<file path="src/rtl/pong_score_ctrl.sv">
// pong_score_ctrl: game-flow controller for the pong VGA pipeline.
// Samples the ball position once per frame, detects edge misses, keeps the
// two scores and sequences idle / serve / play / point / game-over.
//
// Ports
//   clock       system clock
//   reset       synchronous, active-high
//   frame_tick  one-clock pulse per frame
//   ball_x      ball left x in pixels, valid with frame_tick
//   serve_btn   raw asynchronous serve/restart button
//   score1/2    player scores, saturate at MAX_SCORE+1
//   ball_run    ball layer may move
//   ball_reset  one-clock pulse that re-centres the ball
//   smerx       serve direction (0 = toward left, 1 = toward right)
//   game_over   high while in the game-over state
//   winner      0 = player 1, 1 = player 2; valid while game_over is high
module pong_score_ctrl #(
  parameter int unsigned MAX_SCORE    = 5,
  parameter int unsigned LEFT_EDGE    = 0,
  parameter int unsigned RIGHT_EDGE   = 639,
  parameter int unsigned SERVE_FRAMES = 60,
  parameter int unsigned POINT_FRAMES = 30,
  parameter int unsigned DEBOUNCE     = 3
) (
  input  logic       clock,
  input  logic       reset,
  input  logic       frame_tick,
  input  logic [9:0] ball_x,
  input  logic       serve_btn,
  output logic [9:0] score1,
  output logic [9:0] score2,
  output logic       ball_run,
  output logic       ball_reset,
  output logic       smerx,
  output logic       game_over,
  output logic       winner
);

  localparam int unsigned CntMax = (SERVE_FRAMES > POINT_FRAMES) ? SERVE_FRAMES : POINT_FRAMES;
  localparam int unsigned CntW   = (CntMax > 1) ? $clog2(CntMax) : 1;
  localparam int unsigned DebW   = (DEBOUNCE > 0) ? $clog2(DEBOUNCE + 1) : 1;

  localparam logic [CntW-1:0] ServeLast = CntW'(SERVE_FRAMES - 1);
  localparam logic [CntW-1:0] PointLast = CntW'(POINT_FRAMES - 1);
  localparam logic [DebW-1:0] DebLast   = DebW'(DEBOUNCE - 1);
  localparam logic [DebW-1:0] DebSat    = DebW'(DEBOUNCE);
  localparam logic [9:0]      WinScore  = 10'(MAX_SCORE + 1);
  localparam logic [9:0]      LeftEdge  = 10'(LEFT_EDGE);
  localparam logic [9:0]      RightEdge = 10'(RIGHT_EDGE);

  typedef enum logic [2:0] {StIdle, StServe, StPlay, StPoint, StOver} state_e;

  state_e          state_q, state_d;
  logic [CntW-1:0] cnt_q, cnt_d;
  logic [DebW-1:0] deb_q, deb_d;
  logic            btn_meta_q, btn_sync_q;
  logic [9:0]      score1_q, score1_d, score2_q, score2_d;
  logic            ball_run_q, ball_run_d;
  logic            ball_reset_q, ball_reset_d;
  logic            smerx_q, smerx_d;
  logic            game_over_q, game_over_d;
  logic            winner_q, winner_d;
  logic            press;

  // Debounce: count consecutive high samples per frame; saturate so a held
  // button produces a single press.
  always_comb begin
    deb_d = deb_q;
    if (frame_tick) begin
      if (!btn_sync_q)        deb_d = '0;
      else if (deb_q != DebSat) deb_d = deb_q + DebW'(1);
    end
  end

  assign press = frame_tick & btn_sync_q & (deb_q == DebLast);

  always_comb begin
    state_d      = state_q;
    cnt_d        = cnt_q;
    score1_d     = score1_q;
    score2_d     = score2_q;
    ball_run_d   = ball_run_q;
    ball_reset_d = 1'b0;
    smerx_d      = smerx_q;
    game_over_d  = game_over_q;
    winner_d     = winner_q;
    unique case (state_q)
      StIdle: begin
        if (press) begin
          ball_reset_d = 1'b1;
          cnt_d        = '0;
          state_d      = StServe;
        end
      end
      StServe: begin
        if (frame_tick) begin
          if (cnt_q == ServeLast) begin
            state_d    = StPlay;
            ball_run_d = 1'b1;
          end else begin
            cnt_d = cnt_q + CntW'(1);
          end
        end
      end
      StPlay: begin
        if (frame_tick) begin
          // Left miss wins if both edge tests fire.
          if (ball_x <= LeftEdge) begin
            if (score2_q < WinScore) score2_d = score2_q + 10'd1;
            smerx_d    = 1'b0;
            ball_run_d = 1'b0;
            cnt_d      = '0;
            state_d    = StPoint;
          end else if (ball_x >= RightEdge) begin
            if (score1_q < WinScore) score1_d = score1_q + 10'd1;
            smerx_d    = 1'b1;
            ball_run_d = 1'b0;
            cnt_d      = '0;
            state_d    = StPoint;
          end
        end
      end
      StPoint: begin
        if (frame_tick) begin
          if (cnt_q == PointLast) begin
            if ((score1_q >= WinScore) || (score2_q >= WinScore)) begin
              state_d     = StOver;
              game_over_d = 1'b1;
              winner_d    = (score2_q >= WinScore);
            end else begin
              ball_reset_d = 1'b1;
              cnt_d        = '0;
              state_d      = StServe;
            end
          end else begin
            cnt_d = cnt_q + CntW'(1);
          end
        end
      end
      StOver: begin
        if (press) begin
          score1_d     = '0;
          score2_d     = '0;
          game_over_d  = 1'b0;
          winner_d     = 1'b0;
          ball_reset_d = 1'b1;
          cnt_d        = '0;
          state_d      = StServe;
        end
      end
      default: state_d = StIdle;
    endcase
  end

  always_ff @(posedge clock) begin
    if (reset) begin
      state_q      <= StIdle;
      cnt_q        <= '0;
      deb_q        <= '0;
      btn_meta_q   <= 1'b0;
      btn_sync_q   <= 1'b0;
      score1_q     <= '0;
      score2_q     <= '0;
      ball_run_q   <= 1'b0;
      ball_reset_q <= 1'b0;
      smerx_q      <= 1'b0;
      game_over_q  <= 1'b0;
      winner_q     <= 1'b0;
    end else begin
      state_q      <= state_d;
      cnt_q        <= cnt_d;
      deb_q        <= deb_d;
      btn_meta_q   <= serve_btn;
      btn_sync_q   <= btn_meta_q;
      score1_q     <= score1_d;
      score2_q     <= score2_d;
      ball_run_q   <= ball_run_d;
      ball_reset_q <= ball_reset_d;
      smerx_q      <= smerx_d;
      game_over_q  <= game_over_d;
      winner_q     <= winner_d;
    end
  end

  assign score1     = score1_q;
  assign score2     = score2_q;
  assign ball_run   = ball_run_q;
  assign ball_reset = ball_reset_q;
  assign smerx      = smerx_q;
  assign game_over  = game_over_q;
  assign winner     = winner_q;

endmodule

</file>
<file path="config.mk">
export PLATFORM = sky130hd
export DESIGN_NAME = pong_score_ctrl
export DESIGN_NICKNAME = d
export VERILOG_FILES = /design/src/rtl/pong_score_ctrl.sv
export SDC_FILE = /design/constraint.sdc
export NUM_CORES = 1
export LEC_CHECK = 0
export BUFFER_PORTS_ARGS = -buffer_cell sky130_fd_sc_hd__buf_2
export CAP_MARGIN = 20
export CELL_PAD_IN_SITES_DETAIL_PLACEMENT = 1
export CELL_PAD_IN_SITES_GLOBAL_PLACEMENT = 1
export CORE_MARGIN = 8
export CORE_UTILIZATION = 41
export CTS_CLUSTER_DIAMETER = 80
export DETAILED_ROUTE_END_ITERATION = 10
export PLACE_DENSITY = 0.79
export SYNTH_ARGS = -nofsm -noshare
export SYNTH_HDL_FRONTEND = slang
export SYNTH_SLANG_ARGS = --single-unit
export TNS_END_PERCENT = 5
</file>
<file path="constraint.sdc">
create_clock -name clock -period 2.33 [get_ports clock]
set_input_delay 0.233 -clock clock [delete_from_list [all_inputs] [get_ports clock]]
set_output_delay 0.233 -clock clock [all_outputs]
set_load 0.1 [all_outputs]
</file>
# Word level (Yosys, flattened, before mapping)
# Cells that the tools add are included.
dict set report op_classes {
  add_sub_neg 4
  magnitude_cmp 6
  eq_ne 25
  mux 54
  n_bitwise 2
  n_reduce_logical 16
}
# cell count
set op_table {}
lappend op_table {{$mux W10} 8}
lappend op_table {{$mux W6} 9}
lappend op_table {{$pmux W10 S2} 2}
lappend op_table {{$ne A2 B2 Y1 const B} 14}
lappend op_table {{$mux W3} 9}
lappend op_table {{$pmux W6 S4} 1}
lappend op_table {{$add A10 B1 Y10 const B} 2}
lappend op_table {{$ge A10 B3 Y1 const B} 2}
lappend op_table {{$lt A10 B3 Y1 const B} 2}
lappend op_table {{$mux W1} 18}
lappend op_table {{$reduce_and A5 Y1} 3}
lappend op_table {{$pmux W3 S4} 1}
lappend op_table {{$ge A10 B10 Y1 const B} 1}
lappend op_table {{$le A10 B1 Y1 const B} 1}
lappend op_table {{$pmux W1 S2} 4}
lappend op_table {{$reduce_and A8 Y1} 1}
lappend op_table {{$reduce_bool A2 Y1} 4}
lappend op_table {{$reduce_and A7 Y1} 1}
lappend op_table {{$add A6 B1 Y6 const B} 1}
lappend op_table {{$eq A3 B2 Y1 const B} 2}
lappend op_table {{$eq A6 B5 Y1 const B} 1}
lappend op_table {{$eq A6 B6 Y1 const B} 1}
lappend op_table {{$ne A3 B3 Y1 const B} 2}
lappend op_table {{$reduce_and A6 Y1} 1}
lappend op_table {{13 further kinds} 16}
dict set report totals {
  regBits 38
  in_bits 14
  out_inout_bits 25
  word_cells 119
}

# Depth between registers and ports, before layout
# Gate-level depths: netlist of the first run.
dict set report depth {
  word_depth 6
  depth_mapped 8
  mapped_depth_nobuf 7
}

# Worst setup path after synthesis of the first run
# OpenSTA, ideal clock, no wires.
dict set report synth_path {
  path_kind {reg2reg}
  startpoint {register score1_q[0] (netlist: score1[0])}
  endpoint {register cnt_q[3]}
  setup_time_ns 0.127
  arrival_time_ns 2.447
  path_slack_ns -0.244
  stages_incl_launch_ff 9
  synth_period_minus_slack_ns 2.574
  path_cell_list {dfxtp_1 inv_1 ha_1 o21ai_0 or3b_4 o2111ai_4 and3_1 buf_6 o211ai_1}
}
dict set report synth_between {
  elab_chain_len 4
}
# element line_no
set synth_lines {}
lappend synth_lines {{from (decl)} 57} ;# logic [9:0] score1_q, score1_d, score2_q, score2_d;
lappend synth_lines {{from (signal assigned)} 175} ;# score1_q <= score1_d;
lappend synth_lines {{$ge A10 B3 Y1} 126} ;# if ((score1_q >= WinScore) || (score2_q >= WinScore)) begin
lappend synth_lines {{$logic_or A1 B1 Y1} 126}
lappend synth_lines {{$ne A3 B3 Y1 (no line)} --}
lappend synth_lines {{$reduce_and A8 Y1 (no line)} --}
lappend synth_lines {{to (signal assigned)} 171} ;# cnt_q <= cnt_d;
lappend synth_lines {{to (decl)} 54} ;# logic [CntW-1:0] cnt_q, cnt_d;
# Every way passes these cells.
# A chain may end at the register's enable or synchronous reset.

# Worst setup path after layout of the first run
dict set report layout_path {
  startpoint {register score1_q[6] (netlist: score1[6])}
  endpoint {register state_q[0]}
}
dict set report layout_between {
  elab_chain_len 6
}
# element line_no
set layout_lines {}
lappend layout_lines {{$ge A10 B3 Y1} 126}
lappend layout_lines {{$logic_or A1 B1 Y1} 126}
lappend layout_lines {{$mux W3} 126}
lappend layout_lines {{$mux W3} 125} ;# if (cnt_q == PointLast) begin
lappend layout_lines {{$mux W3} 124} ;# if (frame_tick) begin
lappend layout_lines {{$pmux W3 S4} 87} ;# unique case (state_q)
lappend layout_lines {{to (signal assigned)} 157} ;# state_q <= StIdle;
lappend layout_lines {{to (signal assigned)} 170} ;# state_q <= state_d;
lappend layout_lines {{to (decl)} 53} ;# state_e state_q, state_d;
# Every way passes these cells. The select of a mux whose other input is x is not followed.

==> flow_summary.yaml, run 1 <==
run_status:
  status: "completed"
flow_run:
  timing.max_cap.violations: 0
sta:
  timing_worst_slew_pin_value_ns: 0.947
  skew_ns: 0.00890
  setup_failing_eps_final: 0
  fin_crit_sh: 0.932
  hold_slack_ns: 0.163
  timing.final.crit_period_ns: 2.17
  max_freq_ghz: 0.460
  setup_slack_ns: 0.157
  finalHoldViolCount: 0
  max_transition_viols_final: 0
  sum_of_negative_setup_slack_ns: 0
  slew_headroom: 0.359
  rsz0062_at_grt: "false"
route:
  num_vias: 1780
  drc_errors: 0
  post_drt_via_cell_ratio: 5.63
  route.detailed.wl_per_inst_um: 15.9
  final_antenna_net_count: 0
  detail_route.iter0.violations: 103
  totalWireLength_um: 5030
  drtPass1Iterations: 4
final_layout:
  num-nets-final: 284
  final_area_um2: 2310
  postLayoutCoreUtil: 0.495
  final_cell_count_no_fill: 316
  antennaDiodeCount: 0
  area_growth_pct: 18.2
  post_route_cells_drive_above_1_share: 0.263
clock_tree:
  cts_num_sinks: 38
  worst_skew_pair.late_latency_ns: 0.29
  library_cell_used_as_clock_root_buffer: "sky130_fd_sc_hd__clkbuf_8"
  cts-htree-levels: 2
  clk_transition_reported_paths_ns: 0.07
  cts.path.max_buffers: 2
  cts_hold_buffers: 0
  cts.repair.resized: 0
  tritoncts_clock_tree: "done"
  numCtsBuffers: 5
  cts_post_setup_buffers_inserted: 0
hold_path:
  critical_hold_path_startpoint: "serve_btn"
  min-delay-path-class: "input pin to flop"
pwr:
  p_leak_nw: 0.981
  power-per-cell-area_nw_per_um2: 543
  total_power_mw: 1.25
  peak_vdd_ir_v: 0.000247
worst_setup_path:
  critPathCaptureType: "flop"
  worst_endpoint_required_time_ns: 2.56
  start_kind: "flop"
  critical_path_arrival_ns: 2.41
  critical_path.startpoint: "score1[6]"
  criticalPathCategory: "flop to flop"
  r2r_start: "score1[6]"
  worstPathMaxFanout: 6
place:
  gp_congestion: 0.803
  port_buffers: 38
  preCtsSetupSlack_ns: 0.197
  post_place_cell_area_um2: 2190
  post-dp-hpwl_um: 3750
  placedCellCount: 309
logic_synthesis:
  mappedNetlistArea_um2: 1950
  seq_cells_post_synth: 38
  ys_async_sr_fraction: 0
  synth.distinct_cells: 52
  synth_fp_nets: 241
  synth_sequential_area_ratio: 0.390
  synthDominantAreaCellType: "sky130_fd_sc_hd__dfxtp_1"
  yosys-top-cells-area: "sky130_fd_sc_hd__dfxtp_1, sky130_fd_sc_hd__ha_1, sky130_fd_sc_hd__and2_1, sky130_fd_sc_hd__nand4_1, sky130_fd_sc_hd__nand3_1"
  synthCells: 219
  synthDominantCellAreaShare: 0.390
  syn-mean-instance-area_um2: 8.91
  ys_warn_count: 0
  yosys_most_used_dff: "sky130_fd_sc_hd__dfxtp_1"
  synth-edff-count: 0
grt:
  initial_antenna_violation_count: 0
  grt-ovfl-total: 0
  grt_start_max_net_pins: 23
  grt_pass1_vias: 1826
  gr-usage-all-layers: 0.146
  grt_pass1_wl_um: 8700
floorplanning:
  design.core.area_um2: 4660
  ios: 39
  initial_utilization: 0.419
  die_area_um2: 7220
  floorplan.die.width_um: 85.0
  floorplan.die.height_um: 85.0
  floorplan.rows: 25
==> cells in the final DEF (no fill, tap or decap), drive strengths merged, types with 3 or more instances in the layout <==
cell and n:
nand3 12, and2 13, nor2 12, and3 6
o211ai 5, a311oi 3, nand4 11, buf 46
o21ai 6, nor4 5, o22ai 3, a21oi 8
nand2b 6, ha 8, a211oi 3, nor2b 5
clkbuf 6, nor3 5, inv 9, dfxtp 38
nand2 16
==> cells by family after synthesis <==
group	share of synthesized area
AOI/OAI and AO/OA	0.185
muxes	0.0160
DFF	0.390
adders and majority gates	0.0513
xor gates and xnor gates	0.00449
and+or+nand+nor	0.293
buffers and inverters	0.0603
==> routing by layer <==
metal  track usage  wire length [µm]
met1         0.179              2370
met2         0.232              2380
met3        0.0444               220
met4        0.0583                63
met5             0                 0
==> state kept, by name, summed over array words and instances, names as in the netlist <==
name and cells:
ball_reset 1, ball_run 1, btn_meta_q 1, btn_sync_q 1, cnt_q 6, deb_q 2
game_over 1, score1 10, score2 10, smerx 1, state_q 3, winner 1
==> layout make-up <==
cell class,count,area [µm²]
inverters,9,33.8
multi-input cells,162,1070
clock buffers,6,82.6
fillers,578,2350
well taps,54,67.6
clock inverters,1,30.0
flip-flops and latches,38,769
repair buffers,46,250
==> cell usage after synthesis (all sizes together), types with 3 or more instances <==
master and count:
dfxtp 38, nand2 16, and2 13, nand3 12, nor2 12, nand4 11
inv 9, a21oi 8, ha 8, and3 6, clkbuf 6, nand2b 6
o21ai 6, nor2b 5, nor3 5, nor4 5, o211ai 5, buf 4
a211oi 3, a311oi 3, o22ai 3
==> worst max-delay path, cell delays in order, from the launching register on <==
cell and delay, ns:
sky130_fd_sc_hd__dfxtp_2 0.33, sky130_fd_sc_hd__or4_4 0.53, sky130_fd_sc_hd__or3b_4 0.44, sky130_fd_sc_hd__o2111ai_4 0.25
sky130_fd_sc_hd__and3_1 0.36, sky130_fd_sc_hd__a41o_1 0.21
==> report_power, final <==
part / internal [mW] / switching, mW
registers: 0.651 / 0.00159
logic: 0.0144 / 0.0235
clock network: 0.342 / 0.220
total: 1.01 / 0.245
==> path summary, 6_finish.rpt <==
kind,slack (ns),end,cells past startpoint
max reg2reg,0.16,state_q[0],5
min reg2reg,0.44,btn_sync_q,1
max,0.16,state_q[0],5
min,0.16,btn_meta_q,2
(Power assumes the default switching activity.)
==> run 2: changes to the inputs <==
Settings changed: ABC_AREA set to 1, CORE_UTILIZATION 41 to 38, PLACE_DENSITY 0.79 to 0.78.
==> run 2 against run 1 <==
Against the previous run: sequential share of layout area decreased by 0.45 points; clock skew decreased by 0.0028 ns; maximum frequency increased by 23%; clock-buffer cell count increased by 1; utilization decreased by 3.3 points; synthesized area decreased by 0.26%; sequential cell count unchanged; critical endpoint is now state_q[1].
==> flow_summary.yaml, run 2 <==
sta:
  max_transition_viols_final: 0
  timing.final.crit_period_ns: 1.76
  sum_of_negative_setup_slack_ns: 0
  rsz0062_at_grt: "false"
  finalHoldViolCount: 0
  setup_failing_eps_final: 0
  fin_crit_sh: 0.756
  slew_headroom: 0.670
  max_freq_ghz: 0.568
  timing_worst_slew_pin_value_ns: 0.499
  skew_ns: 0.00606
route:
  detail_route.iter0.violations: 49
  totalWireLength_um: 5250
  dr.max_layer_used: "met4"
  drt_met1_wl_um: 2230
  drc_errors: 0
  post_drt_via_cell_ratio: 4.87
  num_vias: 1937
  route.detailed.wl_per_inst_um: 13.2
  wl_met3_um: 162
  final_antenna_net_count: 0
  drtPass1Iterations: 4
  route.met2.wl_um: 2770
logic_synthesis:
  syn-mean-instance-area_um2: 6.85
  synth_fp_nets: 306
  seq_cells_post_synth: 38
  ys_async_sr_fraction: 0
  synthDominantAreaCellType: "sky130_fd_sc_hd__dfxtp_1"
  post-synth-top-count-cell: "sky130_fd_sc_hd__nand2_1"
  ys_warn_count: 0
  yosys_most_used_dff: "sky130_fd_sc_hd__dfxtp_1"
  mappedNetlistArea_um2: 1950
  synthCells: 284
  synth_common_cells: "sky130_fd_sc_hd__nand2_1, sky130_fd_sc_hd__nor2_1, sky130_fd_sc_hd__dfxtp_1, sky130_fd_sc_hd__inv_1, sky130_fd_sc_hd__a21oi_1"
  synth-edff-count: 0
  synthDominantCellAreaShare: 0.391
  synth_sequential_area_ratio: 0.391
  yosys-top-cells-area: "sky130_fd_sc_hd__dfxtp_1, sky130_fd_sc_hd__nand2_1, sky130_fd_sc_hd__nor2_1, sky130_fd_sc_hd__inv_1, sky130_fd_sc_hd__a21oi_1"
  synth.distinct_cells: 23
grt:
  grt_pass1_wl_um: 9130
  grt-ovfl-total: 0
  gr-usage-all-layers: 0.149
  grt_start_max_net_pins: 22
  initial_antenna_violation_count: 0
  grt_pass1_vias: 2093
place:
  port_buffers: 38
  post-dp-hpwl_um: 4130
  post_place_cell_area_um2: 2220
  gp_congestion: 0.801
final_layout:
  postLayoutCoreUtil: 0.461
  area_growth_pct: 18.8
  antennaDiodeCount: 0
  multi_input_area_um2: 1030
  num-nets-final: 349
  register_area_um2: 761
  post_route_cells_drive_above_1_share: 0.198
  fillCellCount: 693
  final_common_cell: "sky130_fd_sc_hd__nand2_1"
  layout.cells.most_common_list: "sky130_fd_sc_hd__nand2_1, sky130_fd_sc_hd__nor2_1, sky130_fd_sc_hd__dfxtp_1, sky130_fd_sc_hd__buf_2, sky130_fd_sc_hd__inv_1"
  final_area_um2: 2310
flow_run:
  timing.max_cap.violations: 0
clock_tree:
  cts_post_setup_buffers_inserted: 0
  cts-htree-levels: 2
  cts_num_sinks: 38
  tritoncts_clock_tree: "done"
  numCtsBuffers: 5
  cts.path.max_buffers: 2
  library_cell_used_as_clock_root_buffer: "sky130_fd_sc_hd__clkbuf_8"
  cts.repair.resized: 0
  worst_skew_pair.late_latency_ns: 0.29
  clk_transition_reported_paths_ns: 0.07
  cts_hold_buffers: 0
floorplanning:
  floorplan.die.height_um: 87.6
  ios: 39
  floorplan.rows: 26
  die_area_um2: 7670
  floorplan.die.width_um: 87.6
  design.core.area_um2: 5010
  initial_utilization: 0.388
worst_setup_path:
  critical_path_arrival_ns: 1.98
  critPathCaptureType: "flop"
  worstPathCellList: "inv_1 -> nor2_1 -> nand4_2 -> nand2_1 -> nand3_1 -> nor2_2 -> o21ai_1 -> a21oi_1"
  criticalPathCategory: "flop to flop"
  timing.critical_path.max_delay_family: "simple AND/OR/NAND/NOR gates"
  start_kind: "flop"
  crit_path_top_delay_cell: "sky130_fd_sc_hd__dfxtp_1"
  path_buf_inv: 1
  worstPathMaxFanout: 6
  critPathMaxStageDelay_ns: 0.42
  worst_endpoint_required_time_ns: 2.55
pwr:
  peak_vdd_ir_v: 0.000352
  p_leak_nw: 1.08
  power-per-cell-area_nw_per_um2: 504
run_status:
  status: "completed"
hold_path:
  min-delay-path-class: "input pin to flop"
## run 2: cells by family after synthesis
| logic type | share of synthesized area |
|---|---|
| adders and majority gates | 0.0514 |
| AOI/OAI and AO/OA | 0.102 |
| buffers and inverters | 0.0772 |
| and+or+nand+nor | 0.361 |
| DFF | 0.391 |
| xor gates and xnor gates | 0.0180 |
## run 2: power breakdown
part | internal (mW) | switching (mW)
Combinational | 0.0160 | 0.0311
Clock | 0.239 | 0.225
Sequential | 0.651 | 0.00193
Total | 0.906 | 0.258
## run 2: layout make-up
class | instances | area share
timing repair buffer | 39 | 0.0855
multi-input combinational | 206 | 0.448
clock buffer | 7 | 0.0374
sequential | 38 | 0.329
tap | 70 | 0.0379
inverter | 37 | 0.0601
clock inverter | 1 | 0.00217
## run 2: final timing paths
path | start | to | slack, ns | cells past startpoint
min reg2reg | btn_meta_q | btn_sync_q | 0.42 | 2
min | serve_btn | btn_meta_q | 0.15 | 3
max reg2reg | cnt_q[2] | state_q[1] | 0.57 | 8
max | cnt_q[2] | state_q[1] | 0.57 | 8
## run 2: layer usage
metal,vias to the layer above,global-route usage
met2,21,0.279
met3,6,0.0385
met1,930,0.156
li1,980,-
met5,-,0
met4,0,0.0500
## run 2: worst reg2reg max path, cell delays in order, from the launching register on
cell,delay [ns]
sky130_fd_sc_hd__dfxtp_1,0.42
sky130_fd_sc_hd__inv_1,0.09
sky130_fd_sc_hd__nor2_1,0.14
sky130_fd_sc_hd__nand4_2,0.22
sky130_fd_sc_hd__nand2_1,0.20
sky130_fd_sc_hd__nand3_1,0.11
sky130_fd_sc_hd__nor2_2,0.21
sky130_fd_sc_hd__o21ai_1,0.15
sky130_fd_sc_hd__a21oi_1,0.17
## run 2: stage by stage
| step | hold WS [ns] | instances | setup WS, ns | power (mW) |
|---|---|---|---|---|
| after global routing | 0.160 | 398 | 0.353 | 1.21 |
| after global placement | 0.394 | 390 | 0.648 | 0.715 |
| final | 0.153 | 398 | 0.568 | 1.16 |
| after detailed placement | 0.402 | 390 | 0.609 | 0.716 |
| after floorplan | 0.340 | 284 | 0.209 | 0.693 |
| after CTS | 0.155 | 398 | 0.551 | 1.18 |
==> run 3: changes to the inputs <==
Settings changed: CORE_UTILIZATION 38 to 34, PLACE_DENSITY 0.78 to 0.74.
Clock period 2.33 ns to 1.6 ns, I/O delays scaled along.
==> run 3 against run 2 <==
Against the previous run: utilization rose by 2.5 points; first-iteration DRC count grew 130%; final cell count grew 6.5%; register-to-register slack got worse by 0.48 ns; cell area grew 16%; sequential share of layout area shrank 2.3 points; power is 55% higher; global-route usage decreased by 1.7 points; critical path depth up 4; worst hold slack lost 0.083 ns; die area up 9.6%; via count is 5.5% higher; critical path type unchanged; largest power group unchanged.
==> flow_summary.yaml, run 3 (same netlist as run 2, synthesis figures left out) <==
worst_setup_path:
  reg2reg_slack_ns: 0.09
  critPathCaptureType: "flop"
  crit_path_top_delay_cell: "sky130_fd_sc_hd__dfxtp_2"
  r2r_start: "deb_q[0]"
  timing.critical_path.max_delay_family: "simple AND/OR/NAND/NOR gates"
  critical_path_arrival_ns: 1.69
  worstPathMaxFanout: 7
  critPathMaxStageDelay_ns: 0.34
  criticalPathCategory: "flop to flop"
  start_kind: "flop"
  crit-reg2reg-capture: "cnt_q[4]"
  worst_endpoint_required_time_ns: 1.78
  critical_path.most_common_cell: "sky130_fd_sc_hd__nand2_1"
  worst_r2r_path_depth: 12
  path_buf_inv: 3
  worstPathCellList: "inv_2 -> ha_2 -> nand3_2 -> nand2_2 -> o21ai_1 -> inv_1 -> nand2_1 -> nor2_2 -> buf_6 -> nand2_4 -> nand2_1 -> a21oi_1"
final_layout:
  final_common_cell: "sky130_fd_sc_hd__nand2_1"
  fillCellCount: 724
  layout.cells.most_common_list: "sky130_fd_sc_hd__nand2_1, sky130_fd_sc_hd__nor2_1, sky130_fd_sc_hd__buf_2"
  postLayoutCoreUtil: 0.486
  final_cell_count_no_fill: 424
  antennaDiodeCount: 0
  final_area_um2: 2680
  area_growth_pct: 37.7
  post_route_cells_drive_above_1_share: 0.386
  num-nets-final: 373
pwr:
  peak_vdd_ir_v: 0.000337
  comb_power_share: 0.044
  power.internal_mw: 1.42
  power-per-cell-area_nw_per_um2: 676
  power.share.sequential: 0.516
  p_leak_nw: 1.24
  power.share.switching: 0.215
  power.net_switching_mw: 0.390
  p_clk_frac: 0.440
sta:
  fin_crit_sh: 0.944
  timing_worst_slew_pin_value_ns: 0.500
  timing.final.crit_period_ns: 1.51
  sum_of_negative_setup_slack_ns: 0
  slew_headroom: 0.669
  skew_ns: 0.00668
  finalHoldViolCount: 0
  rsz0062_at_grt: "true"
  setup_failing_eps_final: 0
  setup_slack_ns: 0.0898
  max_freq_ghz: 0.662
  max_transition_viols_final: 0
route:
  num_vias: 2044
  post_drt_via_cell_ratio: 4.82
  drtPass1Iterations: 4
  detail_route.iter0.violations: 112
  totalWireLength_um: 5710
  route.detailed.wl_per_inst_um: 13.5
  drc_errors: 0
  final_antenna_net_count: 0
place:
  post_place_cell_area_um2: 2400
  port_buffers: 38
  placedCellCount: 410
  post-dp-hpwl_um: 4220
  gp_congestion: 0.848
  preCtsSetupSlack_ns: -0.00174
clock_tree:
  cts_hold_buffers: 0
  worst_skew_pair.late_latency_ns: 0.29
  cts.path.max_buffers: 2
  numCtsBuffers: 5
  library_cell_used_as_clock_root_buffer: "sky130_fd_sc_hd__clkbuf_8"
  tritoncts_clock_tree: "done"
  cts_num_sinks: 38
  cts-htree-levels: 2
  clk_transition_reported_paths_ns: 0.08
floorplanning:
  ios: 39
  die_area_um2: 8400
  initial_utilization: 0.353
  design.core.area_um2: 5510
  floorplan.rows: 27
  floorplan.die.width_um: 91.6
  floorplan.die.height_um: 91.6
hold_path:
  critical_hold_path_startpoint: "serve_btn"
  worstHoldEndpoint: "btn_meta_q"
  min-delay-path-class: "input pin to flop"
  hold-path-cell-count: 3
grt:
  gr-usage-all-layers: 0.131
  initial_antenna_violation_count: 0
  grt_pass1_wl_um: 9360
  grt-ovfl-total: 0
  grt_start_max_net_pins: 14
  grt_pass1_vias: 2121
run_status:
  status: "completed"
flow_run:
  timing.max_cap.violations: 0
run 3: through the flow:
stage,power (mW),hold slack [ns]
3_3_place_gp,1.03,0.375
4_1_cts,1.83,0.0644
2_1_floorplan,0.995,0.267
3_5_place_dp,1.03,0.370
5_1_grt,1.88,0.0862
6_report,1.81,0.0693
run 3: metal layers:
layer,part of all wire,global-route usage,vias up
met2,0.53,0.240,24
met3,0.033,0.0310,7
met4,0.013,0.0437,0
met1,0.43,0.145,983
li1,-,-,1030
met5,0,0,-
run 3: tightest hold or removal path: cells and delay by family:
kind / cells / cell delay, ns
buffers and inverters: 2 / 0.10
and+or+nand+nor: 1 / 0.06
run 3: worst max-delay path by stage:
stage	depth (start not counted)	slack, ns	startpoint	end
2_1_floorplan	10	0.002	score2[5]	cnt_q[3]
3_3_place_gp	7	0.03	cnt_q[0]	state_q[1]
3_5_place_dp	10	-0.002	deb_q[0]	score1[1]
4_1_cts	10	-0.02	cnt_q[0]	cnt_q[1]
5_1_grt	10	-0.07	score1[4]	score1[1]
6_report	12	0.09	deb_q[0]	cnt_q[4]
run 3: layout make-up:
class                   count  area [µm²]  area share
clock buffers               5        68.8      0.0257
clock inverters             3        40.0      0.0149
inverters                  37         139      0.0518
multi-input cells         206        1140       0.426
flip-flops and latches     38         820       0.306
well taps                  72        90.1      0.0336
repair buffers             63         382       0.142
run 3: power by group through the flow:
stage / sequential, mW / combinational, mW / clock, mW
final: 0.935 / 0.0788 / 0.796
after global placement: 0.959 / 0.0718 / 0
after CTS: 0.937 / 0.0738 / 0.820
after global routing: 0.935 / 0.0898 / 0.860
after floorplan: 0.959 / 0.0358 / 0
after detailed placement: 0.960 / 0.0735 / 0
run 3: timing repair:
item / 4_1_cts / 5_1_grt
pin swaps: 0 / 14
setup endpoints to repair: 8 / 25
resized for setup: 1 / 39
buffers inserted: 0 / 6
